[src/rtl/sobel_stream_if.sv]
// sobel_stream_if: streaming port bundle for sobel_stream.
//   in_*       : one 3x3 neighbourhood beat per handshake (valid/ready)
//   mode       : 0 = binary edge map, 1 = saturated magnitude (per beat)
//   threshold  : binary-mode threshold (per beat)
//   out_*      : one filtered pixel per handshake (valid/ready)
// master drives the input beats and accepts the output; slave is the filter.
interface sobel_stream_if #(
    parameter int PIX_W = 8,
    parameter int ROW_W = 9,
    parameter int COL_W = 10
);
    logic                 in_valid;
    logic                 in_ready;
    logic [ROW_W-1:0]     in_row;
    logic [COL_W-1:0]     in_col;
    logic [8*PIX_W-1:0]   in_pixels;
    logic                 mode;
    logic [PIX_W+2:0]     threshold;
    logic                 out_valid;
    logic                 out_ready;
    logic [PIX_W-1:0]     out_pixel;
    logic [ROW_W-1:0]     out_row;
    logic [COL_W-1:0]     out_col;

    modport master (
        output in_valid, in_row, in_col, in_pixels, mode, threshold, out_ready,
        input  in_ready, out_valid, out_pixel, out_row, out_col
    );

    modport slave (
        input  in_valid, in_row, in_col, in_pixels, mode, threshold, out_ready,
        output in_ready, out_valid, out_pixel, out_row, out_col
    );
endinterface

[src/rtl/sobel_stream.sv]
// sobel_stream: fully pipelined 3x3 Sobel filter, one neighbourhood per cycle.
//   clk    : system clock, rising edge
//   reset  : asynchronous active-high reset
//   bus    : sobel_stream_if.slave
//            in_pixels packed {tl, t, tr, ml, mr, bl, b, br}, tl in the MSB slice
//            out_pixel is a binary edge map (mode 0) or saturated |gx|+|gy| (mode 1);
//            border pixels (first/last row or column) always produce 0.
// Four register stages (sums, abs differences, magnitude, output). The whole
// pipeline advances together whenever the output register is empty or being
// consumed, so in_ready depends only on out_valid/out_ready.
module sobel_stream #(
    parameter int PIX_W   = 8,
    parameter int MAX_ROW = 480,
    parameter int MAX_COL = 640,
    parameter int ROW_W   = 9,
    parameter int COL_W   = 10
) (
    input  logic          clk,
    input  logic          reset,
    sobel_stream_if.slave bus
);
    localparam int SW = PIX_W + 2;   // width of one weighted column/row sum
    localparam int MW = PIX_W + 3;   // width of the exact magnitude
    localparam logic [ROW_W-1:0] LAST_ROW = ROW_W'(MAX_ROW - 1);
    localparam logic [COL_W-1:0] LAST_COL = COL_W'(MAX_COL - 1);

    logic en;

    // Neighbourhood taps
    logic [PIX_W-1:0] p_tl, p_t, p_tr, p_ml, p_mr, p_bl, p_b, p_br;

    assign p_tl = bus.in_pixels[7*PIX_W +: PIX_W];
    assign p_t  = bus.in_pixels[6*PIX_W +: PIX_W];
    assign p_tr = bus.in_pixels[5*PIX_W +: PIX_W];
    assign p_ml = bus.in_pixels[4*PIX_W +: PIX_W];
    assign p_mr = bus.in_pixels[3*PIX_W +: PIX_W];
    assign p_bl = bus.in_pixels[2*PIX_W +: PIX_W];
    assign p_b  = bus.in_pixels[1*PIX_W +: PIX_W];
    assign p_br = bus.in_pixels[0*PIX_W +: PIX_W];

    // Stage 0 (combinational): weighted sums and border detection
    logic [SW-1:0] gx_r_c, gx_l_c, gy_b_c, gy_t_c;
    logic          edge_c;

    always_comb begin
        gx_r_c = {2'b00, p_tr} + {1'b0, p_mr, 1'b0} + {2'b00, p_br};
        gx_l_c = {2'b00, p_tl} + {1'b0, p_ml, 1'b0} + {2'b00, p_bl};
        gy_b_c = {2'b00, p_bl} + {1'b0, p_b,  1'b0} + {2'b00, p_br};
        gy_t_c = {2'b00, p_tl} + {1'b0, p_t,  1'b0} + {2'b00, p_tr};
        edge_c = (bus.in_row == '0) || (bus.in_row == LAST_ROW) ||
                 (bus.in_col == '0) || (bus.in_col == LAST_COL);
    end

    // Stage 1 registers
    logic             s1_valid;
    logic [SW-1:0]    s1_gx_r, s1_gx_l, s1_gy_b, s1_gy_t;
    logic [ROW_W-1:0] s1_row;
    logic [COL_W-1:0] s1_col;
    logic             s1_mode;
    logic [MW-1:0]    s1_thr;
    logic             s1_edge;

    // Stage 2 registers
    logic             s2_valid;
    logic [SW-1:0]    s2_ax, s2_ay;
    logic [ROW_W-1:0] s2_row;
    logic [COL_W-1:0] s2_col;
    logic             s2_mode;
    logic [MW-1:0]    s2_thr;
    logic             s2_edge;

    // Stage 3 registers
    logic             s3_valid;
    logic [MW-1:0]    s3_mag;
    logic [ROW_W-1:0] s3_row;
    logic [COL_W-1:0] s3_col;
    logic             s3_mode;
    logic [MW-1:0]    s3_thr;
    logic             s3_edge;

    // Stage 4 (output) registers
    logic             out_valid_q;
    logic [PIX_W-1:0] out_pixel_q;
    logic [ROW_W-1:0] out_row_q;
    logic [COL_W-1:0] out_col_q;

    // Single global enable: every stage moves together, so a stall of k
    // cycles delays every in-flight beat by exactly k cycles and bubbles
    // simply travel as cleared valid bits.
    assign en           = ~out_valid_q | bus.out_ready;
    assign bus.in_ready = en;

    always_ff @(posedge clk or posedge reset) begin
        if (reset) begin
            s1_valid <= 1'b0;
            s1_gx_r  <= '0;
            s1_gx_l  <= '0;
            s1_gy_b  <= '0;
            s1_gy_t  <= '0;
            s1_row   <= '0;
            s1_col   <= '0;
            s1_mode  <= 1'b0;
            s1_thr   <= '0;
            s1_edge  <= 1'b0;
        end else if (en) begin
            s1_valid <= bus.in_valid;
            s1_gx_r  <= gx_r_c;
            s1_gx_l  <= gx_l_c;
            s1_gy_b  <= gy_b_c;
            s1_gy_t  <= gy_t_c;
            s1_row   <= bus.in_row;
            s1_col   <= bus.in_col;
            s1_mode  <= bus.mode;
            s1_thr   <= bus.threshold;
            s1_edge  <= edge_c;
        end
    end

    // Absolute differences of the opposing sums
    logic [SW-1:0] ax_c, ay_c;

    always_comb begin
        ax_c = (s1_gx_r >= s1_gx_l) ? (s1_gx_r - s1_gx_l) : (s1_gx_l - s1_gx_r);
        ay_c = (s1_gy_b >= s1_gy_t) ? (s1_gy_b - s1_gy_t) : (s1_gy_t - s1_gy_b);
    end

    always_ff @(posedge clk or posedge reset) begin
        if (reset) begin
            s2_valid <= 1'b0;
            s2_ax    <= '0;
            s2_ay    <= '0;
            s2_row   <= '0;
            s2_col   <= '0;
            s2_mode  <= 1'b0;
            s2_thr   <= '0;
            s2_edge  <= 1'b0;
        end else if (en) begin
            s2_valid <= s1_valid;
            s2_ax    <= ax_c;
            s2_ay    <= ay_c;
            s2_row   <= s1_row;
            s2_col   <= s1_col;
            s2_mode  <= s1_mode;
            s2_thr   <= s1_thr;
            s2_edge  <= s1_edge;
        end
    end

    // Exact magnitude, one bit wider than either operand
    logic [MW-1:0] mag_c;

    assign mag_c = {1'b0, s2_ax} + {1'b0, s2_ay};

    always_ff @(posedge clk or posedge reset) begin
        if (reset) begin
            s3_valid <= 1'b0;
            s3_mag   <= '0;
            s3_row   <= '0;
            s3_col   <= '0;
            s3_mode  <= 1'b0;
            s3_thr   <= '0;
            s3_edge  <= 1'b0;
        end else if (en) begin
            s3_valid <= s2_valid;
            s3_mag   <= mag_c;
            s3_row   <= s2_row;
            s3_col   <= s2_col;
            s3_mode  <= s2_mode;
            s3_thr   <= s2_thr;
            s3_edge  <= s2_edge;
        end
    end

    // Output pixel selection: border forces 0, otherwise threshold or saturate
    logic [PIX_W-1:0] pix_c;

    always_comb begin
        if (s3_edge) begin
            pix_c = '0;
        end else if (!s3_mode) begin
            pix_c = (s3_mag >= s3_thr) ? '1 : '0;
        end else if (s3_mag[MW-1:PIX_W] != '0) begin
            pix_c = '1;
        end else begin
            pix_c = s3_mag[PIX_W-1:0];
        end
    end

    always_ff @(posedge clk or posedge reset) begin
        if (reset) begin
            out_valid_q <= 1'b0;
            out_pixel_q <= '0;
            out_row_q   <= '0;
            out_col_q   <= '0;
        end else if (en) begin
            out_valid_q <= s3_valid;
            out_pixel_q <= pix_c;
            out_row_q   <= s3_row;
            out_col_q   <= s3_col;
        end
    end

    assign bus.out_valid = out_valid_q;
    assign bus.out_pixel = out_pixel_q;
    assign bus.out_row   = out_row_q;
    assign bus.out_col   = out_col_q;
endmodule

[src/flat_wrapper.sv]
// flat-port wrapper written by rule: the top's interface ports become plain ports
module sobel_stream_flat 
#(
    parameter int PIX_W   = 8,
    parameter int MAX_ROW = 480,
    parameter int MAX_COL = 640,
    parameter int ROW_W   = 9,
    parameter int COL_W   = 10
)
  (clk, reset, bus_in_valid, bus_in_row, bus_in_col, bus_in_pixels, bus_mode, bus_threshold, bus_out_ready, bus_in_ready, bus_out_valid, bus_out_pixel, bus_out_row, bus_out_col);
  sobel_stream_if #(.PIX_W(PIX_W), .ROW_W(ROW_W), .COL_W(COL_W)) bus_i ();
  input  logic clk;
  input  logic reset;
  input wire logic [$bits(bus_i.in_valid)-1:0] bus_in_valid;
  input wire logic [$bits(bus_i.in_row)-1:0] bus_in_row;
  input wire logic [$bits(bus_i.in_col)-1:0] bus_in_col;
  input wire logic [$bits(bus_i.in_pixels)-1:0] bus_in_pixels;
  input wire logic [$bits(bus_i.mode)-1:0] bus_mode;
  input wire logic [$bits(bus_i.threshold)-1:0] bus_threshold;
  input wire logic [$bits(bus_i.out_ready)-1:0] bus_out_ready;
  output wire logic [$bits(bus_i.in_ready)-1:0] bus_in_ready;
  output wire logic [$bits(bus_i.out_valid)-1:0] bus_out_valid;
  output wire logic [$bits(bus_i.out_pixel)-1:0] bus_out_pixel;
  output wire logic [$bits(bus_i.out_row)-1:0] bus_out_row;
  output wire logic [$bits(bus_i.out_col)-1:0] bus_out_col;
  assign bus_i.in_valid = bus_in_valid;
  assign bus_i.in_row = bus_in_row;
  assign bus_i.in_col = bus_in_col;
  assign bus_i.in_pixels = bus_in_pixels;
  assign bus_i.mode = bus_mode;
  assign bus_i.threshold = bus_threshold;
  assign bus_i.out_ready = bus_out_ready;
  assign bus_in_ready = bus_i.in_ready;
  assign bus_out_valid = bus_i.out_valid;
  assign bus_out_pixel = bus_i.out_pixel;
  assign bus_out_row = bus_i.out_row;
  assign bus_out_col = bus_i.out_col;
  sobel_stream #(.PIX_W(PIX_W), .MAX_ROW(MAX_ROW), .MAX_COL(MAX_COL), .ROW_W(ROW_W), .COL_W(COL_W)) u_core (.clk(clk), .reset(reset), .bus(bus_i));
endmodule
[config.mk]
export PLATFORM = sky130hd
export DESIGN_NAME = sobel_stream_flat
export DESIGN_NICKNAME = d
export VERILOG_FILES = /design/src/rtl/sobel_stream_if.sv /design/src/rtl/sobel_stream.sv /design/src/flat_wrapper.sv
export SDC_FILE = /design/constraint.sdc
export NUM_CORES = 1
export LEC_CHECK = 0
export CAP_MARGIN = 20
export CELL_PAD_IN_SITES_DETAIL_PLACEMENT = 1
export CELL_PAD_IN_SITES_GLOBAL_PLACEMENT = 2
export CORE_UTILIZATION = 38
export DETAILED_ROUTE_END_ITERATION = 16
export GPL_TIMING_DRIVEN = 0
export PLACE_DENSITY = 0.85
export SLEW_MARGIN = 10
export SYNTH_ARGS = -nofsm -noshare
export SYNTH_HDL_FRONTEND = slang
export SYNTH_SLANG_ARGS = --single-unit
export TNS_END_PERCENT = 20
[constraint.sdc]
create_clock -name clk -period 16.9 [get_ports clk]
set_input_delay 2.535 -clock clk [delete_from_list [all_inputs] [get_ports clk]]
set_output_delay 2.535 -clock clk [all_outputs]
set_load 0.03 [all_outputs]
# ---- Word level (Yosys, flattened, before mapping)
# Index checks and enable logic that the tools add are counted.
dict set report op_classes {
  n_addsub 13
  mux 6
  order_cmp 3
  eq_ne 2
  n_reduce_logical 6
  bitwise_logic 2
}
# op count
set op_table {}
lappend op_table {{$add A10 B8 Y10} 4}
lappend op_table {{$add A8 B9 Y10} 4}
lappend op_table {{$sub A10 B10 Y10} 4}
lappend op_table {{$mux W8} 4}
lappend op_table {{$ge A10 B10 Y1} 2}
lappend op_table {{$mux W10} 2}
lappend op_table {{$add A10 B10 Y11} 1}
lappend op_table {{$ge A11 B11 Y1} 1}
lappend op_table {{$eq A10 B10 Y1 const B} 1}
lappend op_table {{$logic_not A10 Y1} 1}
lappend op_table {{$eq A9 B9 Y1 const B} 1}
lappend op_table {{$logic_not A9 Y1} 1}
lappend op_table {{$logic_or A1 B1 Y1} 3}
lappend op_table {{$reduce_bool A3 Y1} 1}
lappend op_table {{$not A1 Y1} 1}
lappend op_table {{$or A1 B1 Y1} 1}
dict set report totals {
  ff_bits 198
  out_inout_bits 29
  input_bits 99
  elab_cells 61
}

# ---- Depth between registers and ports, before layout
# Gate-level depths: netlist of run 1.
dict set report logic_depth {
  depth_word 4
  ltp_mapped 11
}

# ---- Worst setup path before layout of run 1
# Ideal clock, no wire load.
dict set report synth_timing {
  kind {input-to-output}
  from {input bus_out_ready}
  to {output bus_in_ready}
  path_stages 5
  n_path_buf 3
  arrival_time_ns 3.580
  slack_ns 10.785
  required_time_ns 14.365
  path_cell_list {nor2b_1 -> clkbuf_1 -> clkinv_1 -> clkbuf_1 -> clkbuf_1}
}
dict set report synth_via {
  elab_chain_len 1
}
# item line_no
set synth_lines {}
lappend synth_lines {{start: declaration} flat_wrapper.sv:20} ;# input wire logic [$bits(bus_i.out_ready)-1:0] bus_out_ready;
lappend synth_lines {{$or A1 B1 Y1} sobel_stream.sv:90} ;# assign en = ~out_valid_q | bus.out_ready;
lappend synth_lines {{end: declaration} flat_wrapper.sv:21} ;# output wire logic [$bits(bus_i.in_ready)-1:0] bus_in_ready;
# No other way between the ends.

# ---- Worst setup path after layout of run 1
# Same ends and word-level chain as after synthesis.

==> results of run 1 <==
[state kept, by name, indices dropped and copies added, names as in the netlist, 10 cells and up]
signal / flops
u_core.bus.out_col: 10
u_core.s1_col: 10
u_core.s1_gx_l: 10
u_core.s1_gx_r: 10
u_core.s1_gy_b: 10
u_core.s1_gy_t: 10
u_core.s1_thr: 11
u_core.s2_ax: 10
u_core.s2_ay: 10
u_core.s2_col: 10
u_core.s2_thr: 11
u_core.s3_col: 10
u_core.s3_mag: 11
u_core.s3_thr: 11
[cell usage after synthesis (3+ instances only)]
library cell | number | area share [%]
nand2_1 | 383 | 12
dfrtp_1 | 198 | 42
ha_1 | 95 | 10
inv_1 | 84 | 2.7
o21ai_0 | 70 | 3.0
a21oi_1 | 67 | 2.9
nor2_1 | 55 | 1.8
clkbuf_1 | 40 | 1.3
fa_1 | 37 | 6.3
a21o_1 | 34 | 2.2
a31oi_1 | 17 | 0.91
xnor2_1 | 17 | 1.3
a211oi_1 | 15 | 0.96
nor3_1 | 13 | 0.56
nand3_1 | 10 | 0.43
nor2b_1 | 10 | 0.53
o211ai_1 | 10 | 0.64
o21bai_1 | 10 | 0.64
xor2_1 | 10 | 0.75
nor4_1 | 9 | 0.48
and3_1 | 8 | 0.43
buf_1 | 7 | 0.22
nand3b_1 | 7 | 0.45
nand2b_1 | 6 | 0.32
nand4_1 | 6 | 0.32
o21a_1 | 6 | 0.38
or3_1 | 6 | 0.32
a2111oi_0 | 5 | 0.37
a31o_2 | 5 | 0.37
nand4b_1 | 5 | 0.37
nor3b_1 | 5 | 0.32
o31ai_1 | 5 | 0.32
and2_1 | 4 | 0.21
mux2i_1 | 4 | 0.34
nor4b_1 | 4 | 0.30
buf_2 | 3 | 0.13
buf_6 | 3 | 0.29
[area by class of cell]
class	instances	area (um^2)
Fill cell	3500	15900
Multi-Input combinational cell	966	6180
Sequential cell	198	4950
Timing Repair Buffer	128	1300
Tap cell	390	488
Clock buffer	18	429
Inverter	85	327
Buffer	55	248
Clock inverter	13	144
[worst min-delay path, stage by stage, from the launching register on]
cell and delay, ns:
dfrtp_1 0.34, nand2_1 0.05, nand2_1 0.05
[cells by family (layout without fill, tap and decap cells)]
logic type               Yosys count  in the layout  synth area share (%)
AND/OR/NAND/NOR                  536            536                  19.5
XOR/XNOR                          27             27                  2.02
multiplexers                       6              6                 0.535
adder cells (fa/ha/maj)          132            132                  16.5
flip-flops                       198            198                  42.3
AO/OA/AOI/OAI                    265            265                  14.2
buffers and inverters            140            299                  4.84
[metrics by stage]
step / cell area, um^2 / hold slack [ns] / std cells / power [uW] / setup WS [ns]
CTS: 14100 / 0.473 / 1853 / 2850 / 9.09
global route: 14100 / 0.491 / 1853 / 3070 / 8.93
floorplan: 11700 / 0.430 / 1304 / 1900 / 8.97
global placement: 13500 / 0.449 / 1821 / 2380 / 6.19
detailed placement: 13500 / 0.455 / 1822 / 2420 / 9.09
finish: 14100 / 0.468 / 1853 / 2820 / 9.09
[metal layers]
layer,track usage (%),wire length [um]
met4,5.52,554
met1,28.8,15200
met3,3.73,1070
met2,39.7,16900
met5,0,0
[power by group through the flow]
stage | logic (uW) | clock network [uW] | registers (uW)
after floorplan | 1040 | 0 | 859
after global routing | 1760 | 436 | 871
after global placement | 1540 | 0 | 845
after CTS | 1590 | 419 | 844
final | 1570 | 409 | 842
after detailed placement | 1570 | 0 | 850
[how the worst max path moves through the flow]
stage / from / to / slack (ns) / cells after the start
6_report: bus_out_ready / bus_in_ready / 9.09 / 7
5_1_grt: bus_out_ready / bus_in_ready / 8.93 / 7
4_1_cts: bus_out_ready / bus_in_ready / 9.09 / 7
3_5_place_dp: bus_out_ready / bus_in_ready / 9.09 / 7
3_3_place_gp: reset / u_core.s1_gy_b[6]$_DFFE_PP0P_ / 6.19 / 2
2_1_floorplan: reset / u_core.bus.out_col[0]$_DFFE_PP0P_ / 8.97 / 1
==> flow_metrics.py, run 1 <==
metrics = {
    "pwr": {
        "power.share.sequential_pct": 29.8,
        "power.density_nw_per_um2": 201,
        "internal-power_uw": 1540,
        "power.leakage_uw": 0.00681,
        "ir_drop_v": 0.0000934,
        "sw_frac_of_total_pct": 45.6,
        "p_clk_share_pct": 14.5,
        "comb_power_share_pct": 55.7,
        "power_switching_uw": 1290,
    },
    "worst_setup_path": {
        "end_kind": "primary output",
        "r2r_slack_ns": 14.03,
        "cp_cell_sequence": "clkdlybuf4s50_1 > nor2b_1 > clkbuf_1 > clkinv_1 > clkbuf_1 > clkbuf_1 > clkdlybuf4s50_1",
        "rr_worst_depth": 8,
        "path_max_fanout": 10,
        "critPathBufInv": 6,
        "cpMaxStageDelayCell": "clkdlybuf4s50_1",
        "r2r-end": "u_core.s2_ay[4]$_DFFE_PP0P_",
        "slowest_delay_ns": 0.79,
        "timing.rr.start": "u_core.s1_gy_t[0]$_DFFE_PP0P_",
        "start_kind": "input pin",
        "crit_top_cell": "clkbuf_1",
        "critical_path_arrival_ns": 5.28,
        "required_ns": 14.37,
        "path_delay_family": "buffers and inverters",
        "crit_type": "in2out",
    },
    "drt": {
        "vias_per_cell": 5.12,
        "firstDrtPassIters": 4,
        "wirelength_um": 33700,
        "drt_iter0_drc": 437,
        "num_vias": 9487,
        "wl_per_cell_um": 18.2,
        "drc": 0,
        "drtAntennaViolNets": 0,
    },
    "timing": {
        "setup_viol": 0,
        "finalCritPeriodShare_pct": 46.2,
        "max_freq_mhz": 128,
        "drv_slew": 0,
        "grt_setup_unrepaired": "false",
        "worstMarginPinSlew_ns": 0.808,
        "timing.clock.skew_ns": 0.0175,
        "fin_tns_setup_ns": 0,
        "relSlewSlack_pct": 46.1,
        "hold_viol": 0,
        "min_period_ns": 7.81,
    },
    "synth": {
        "syn_area_um2": 11700,
        "ys_ff_latch": 198,
        "ys_types": 63,
        "async_flop_share_pct": 100,
        "ys_warn_count": 0,
        "synth.avg_cell_area_um2": 8.97,
        "synth_cells": 1304,
        "syn_nets": 1535,
        "synth_edf_count": 0,
        "synthFlopType": "dfrtp_1",
        "yosysSeqAreaShare_pct": 42.3,
    },
    "run_status": {
        "status": "finished, final reports clean",
    },
    "run": {
        "maxCapViolCount": 0,
    },
    "floorplan": {
        "row_count": 63,
        "start_util_pct": 39.1,
        "die_w_um": 177,
        "core-area_um2": 30000,
        "dieArea_um2": 31500,
        "die_h_um": 177,
        "pin_count": 128,
    },
    "clocking": {
        "htree_levels": 4,
        "cts_buffers": 17,
        "path_clk_slew_ns": 0.07,
        "post_cts_buffers": 0,
        "hold_buffers": 0,
        "root_buffer": "clkbuf_16",
        "clock_sinks": 198,
        "ctsLongestPathBuffers": 2,
        "clk_latency_ns": 0.46,
        "post_cts_resized": 0,
        "cts_tree": "done",
    },
    "global_routing": {
        "grt_pass1_vias": 10200,
        "antenna_found_initial": 0,
        "grt_usage_pct": 22.6,
        "grt_pass1_wl_um": 54800,
        "grt_max_degree": 103,
        "gr-total-overflow": 0,
    },
    "cells_and_area": {
        "final_cell_mix": "383 x nand2_1, 198 x dfrtp_1, 127 x clkdlybuf4s50_1, 95 x ha_1, 83 x inv_1",
        "layout_commonest_cell": "nand2_1",
        "drive_gt1_share_pct": 3.69,
        "n_antenna_cell": 0,
        "area_growth_syn_to_layout_pct": 20.2,
        "finalNetCount": 1682,
        "fin_util_pct": 47.0,
    },
    "placed_design": {
        "gp_congestion": 0.844,
        "dp_hpwl_um": 26200,
        "numPortBuffers": 127,
    },
    "hold_path": {
        "whs_path_depth": 2,
        "min_from": "u_core.bus.out_row[6]$_DFFE_PP0P_",
        "worstHoldPathType": "reg2reg",
        "worst_hold_path.endpoint": "u_core.bus.out_row[6]$_DFFE_PP0P_",
    },
}
Power figures use the tool's default switching activity.
==> inputs of run 2 (changes only) <==
- CORE_UTILIZATION: 38 -> 35
- PLACE_DENSITY: 0.85 -> 0.79
- clock period: 16.9 -> 7.7 ns (I/O delays scaled with it)
==> run 2 against run 1 <==
- worst hold slack got worse by 0.0020 ns
- routed wire length increased by 1.2%
- sequential share of layout area decreased by 0.10 points
- clock skew decreased by 0.0028 ns
- utilization decreased by 3.8 points
- die area increased by 8.5%
- final area increased by 0.29%
- highest routed layer unchanged
==> flow_metrics.py, run 2 (synthesized netlist as in run 1, its figures left out) <==
metrics = {
    "run_status": {
        "status": "finished, final reports clean",
    },
    "clocking": {
        "hold_buffers": 0,
        "cts_buffers": 17,
        "ctsLongestPathBuffers": 2,
        "post_cts_resized": 0,
        "post_cts_buffers": 0,
        "root_buffer": "clkbuf_16",
        "clock_sinks": 198,
        "htree_levels": 4,
        "cts_tree": "done",
        "clk_latency_ns": 0.45,
        "path_clk_slew_ns": 0.07,
    },
    "worst_setup_path": {
        "cp.depth": 7,
        "slowest_delay_ns": 0.80,
        "critPathBufInv": 6,
        "crit_type": "in2out",
        "path_delay_family": "buffers and inverters",
        "cpMaxStageDelayCell": "clkdlybuf4s50_1",
        "end_kind": "primary output",
        "cp_cell_sequence": "clkdlybuf4s50_1 > nor2b_1 > clkbuf_1 > clkinv_1 > clkbuf_1 > clkbuf_1 > clkdlybuf4s50_1",
        "rr_worst_depth": 9,
        "start_kind": "input pin",
        "r2r_slack_ns": 4.90,
        "crit_top_cell": "clkbuf_1",
        "required_ns": 6.55,
        "path_max_fanout": 10,
        "critical_path_arrival_ns": 3.94,
    },
    "timing": {
        "drv_slew": 0,
        "worstMarginPinSlew_ns": 0.796,
        "relSlewSlack_pct": 46.9,
        "grt_setup_unrepaired": "false",
        "max_freq_mhz": 196,
        "timing.clock.skew_ns": 0.0146,
        "min_period_ns": 5.09,
        "setup_viol": 0,
        "finalCritPeriodShare_pct": 66.1,
        "layout_setup_ws_ns": 2.61,
        "hold_viol": 0,
        "fin_tns_setup_ns": 0,
    },
    "drt": {
        "drtAntennaViolNets": 0,
        "vias_per_cell": 4.97,
        "num_vias": 9469,
        "drt_iter0_drc": 412,
        "wirelength_um": 34100,
        "drc": 0,
        "wl_per_cell_um": 17.9,
        "firstDrtPassIters": 4,
    },
    "pwr": {
        "comb_power_share_pct": 56.1,
        "power.leakage_uw": 0.00678,
        "power.density_nw_per_um2": 439,
        "sw_frac_of_total_pct": 45.5,
        "power.share.sequential_pct": 29.9,
        "ir_drop_v": 0.000186,
        "power_switching_uw": 2810,
        "p_clk_share_pct": 14.0,
        "internal-power_uw": 3370,
    },
    "placed_design": {
        "dp_hpwl_um": 26400,
        "place_area_um2": 13600,
        "pre_cts_ws_ns": 2.62,
        "numPortBuffers": 127,
        "gp_congestion": 0.852,
    },
    "floorplan": {
        "dieArea_um2": 34200,
        "row_count": 66,
        "pin_count": 128,
        "die_h_um": 185,
        "start_util_pct": 35.8,
        "die_w_um": 185,
        "core-area_um2": 32700,
    },
    "global_routing": {
        "grt_pass1_vias": 10000,
        "antenna_found_initial": 0,
        "grt_pass1_wl_um": 54700,
        "grt_usage_pct": 20.9,
        "grt_max_degree": 114,
        "gr-total-overflow": 0,
    },
    "cells_and_area": {
        "final_cell_mix": "383 x nand2_1, 198 x dfrtp_1, 127 x clkdlybuf4s50_1, 95 x ha_1, 83 x inv_1",
        "n_antenna_cell": 0,
        "finalNetCount": 1682,
        "area_growth_syn_to_layout_pct": 20.6,
        "num-fill-cells": 3834,
        "layout_commonest_cell": "nand2_1",
        "fin_area_um2": 14100,
        "drive_gt1_share_pct": 3.55,
    },
    "hold_path": {
        "worstHoldPathType": "reg2reg",
        "whs_path_depth": 2,
    },
    "run": {
        "maxCapViolCount": 0,
    },
}
## run 2: path summary, 6_finish.rpt
check / startpoint / endpoint
worst max-delay path: bus_out_ready / bus_in_ready
worst max register to register: u_core.s1_gy_b[0]$_DFFE_PP0P_ / u_core.s2_ay[4]$_DFFE_PP0P_
worst min register to register: u_core.s2_col[9]$_DFFE_PP0P_ / u_core.s2_col[9]$_DFFE_PP0P_
max in group asynchronous: reset / u_core.s1_gx_l[1]$_DFFE_PP0P_
min in group asynchronous: reset / u_core.s3_row[8]$_DFFE_PP0P_
worst min-delay path: u_core.s2_col[9]$_DFFE_PP0P_ / u_core.s2_col[9]$_DFFE_PP0P_
## run 2: stage by stage
step | std cells | utilization, % | hold slack [ns] | power, uW
final | 1905 | 43.1 | 0.466 | 6190
after global placement | 1873 | 41.4 | 0.450 | 5260
after floorplan | 1304 | - | 0.430 | 4170
after CTS | 1905 | 43.1 | 0.471 | 6240
after global routing | 1905 | 43.1 | 0.487 | 6720
after detailed placement | 1874 | 41.5 | 0.455 | 5320
## run 2: per-layer routing
layer	global-route usage, %	part of all wire (%)
met1	27.0	46
met4	4.43	1.2
met5	0	0
met2	37.2	50
met3	2.67	2.9
## run 2: worst min-delay path: stages (launching register included)
cell and delay, ns:
dfrtp_1 0.34, nand2_1 0.05, nand2_1 0.05
## run 2: power groups by stage
stage | Sequential, uW | Combinational (uW) | Clock, uW
3_5_place_dp | 1870 | 3460 | 0
3_3_place_gp | 1860 | 3400 | 0
4_1_cts | 1860 | 3490 | 891
5_1_grt | 1910 | 3880 | 927
2_1_floorplan | 1890 | 2280 | 0
6_report | 1850 | 3470 | 869
## run 2: final cells by class
class                      count  area (um^2)  area share, %
sequential                   198         4950           35.1
multi-input combinational    966         6180           43.8
inverter                      85          327           2.31
tap                          442          553           3.92
timing repair buffer         128         1300           9.21
buffer                        55          248           1.76
clock inverter                10         98.8          0.701
clock buffer                  21          450           3.19
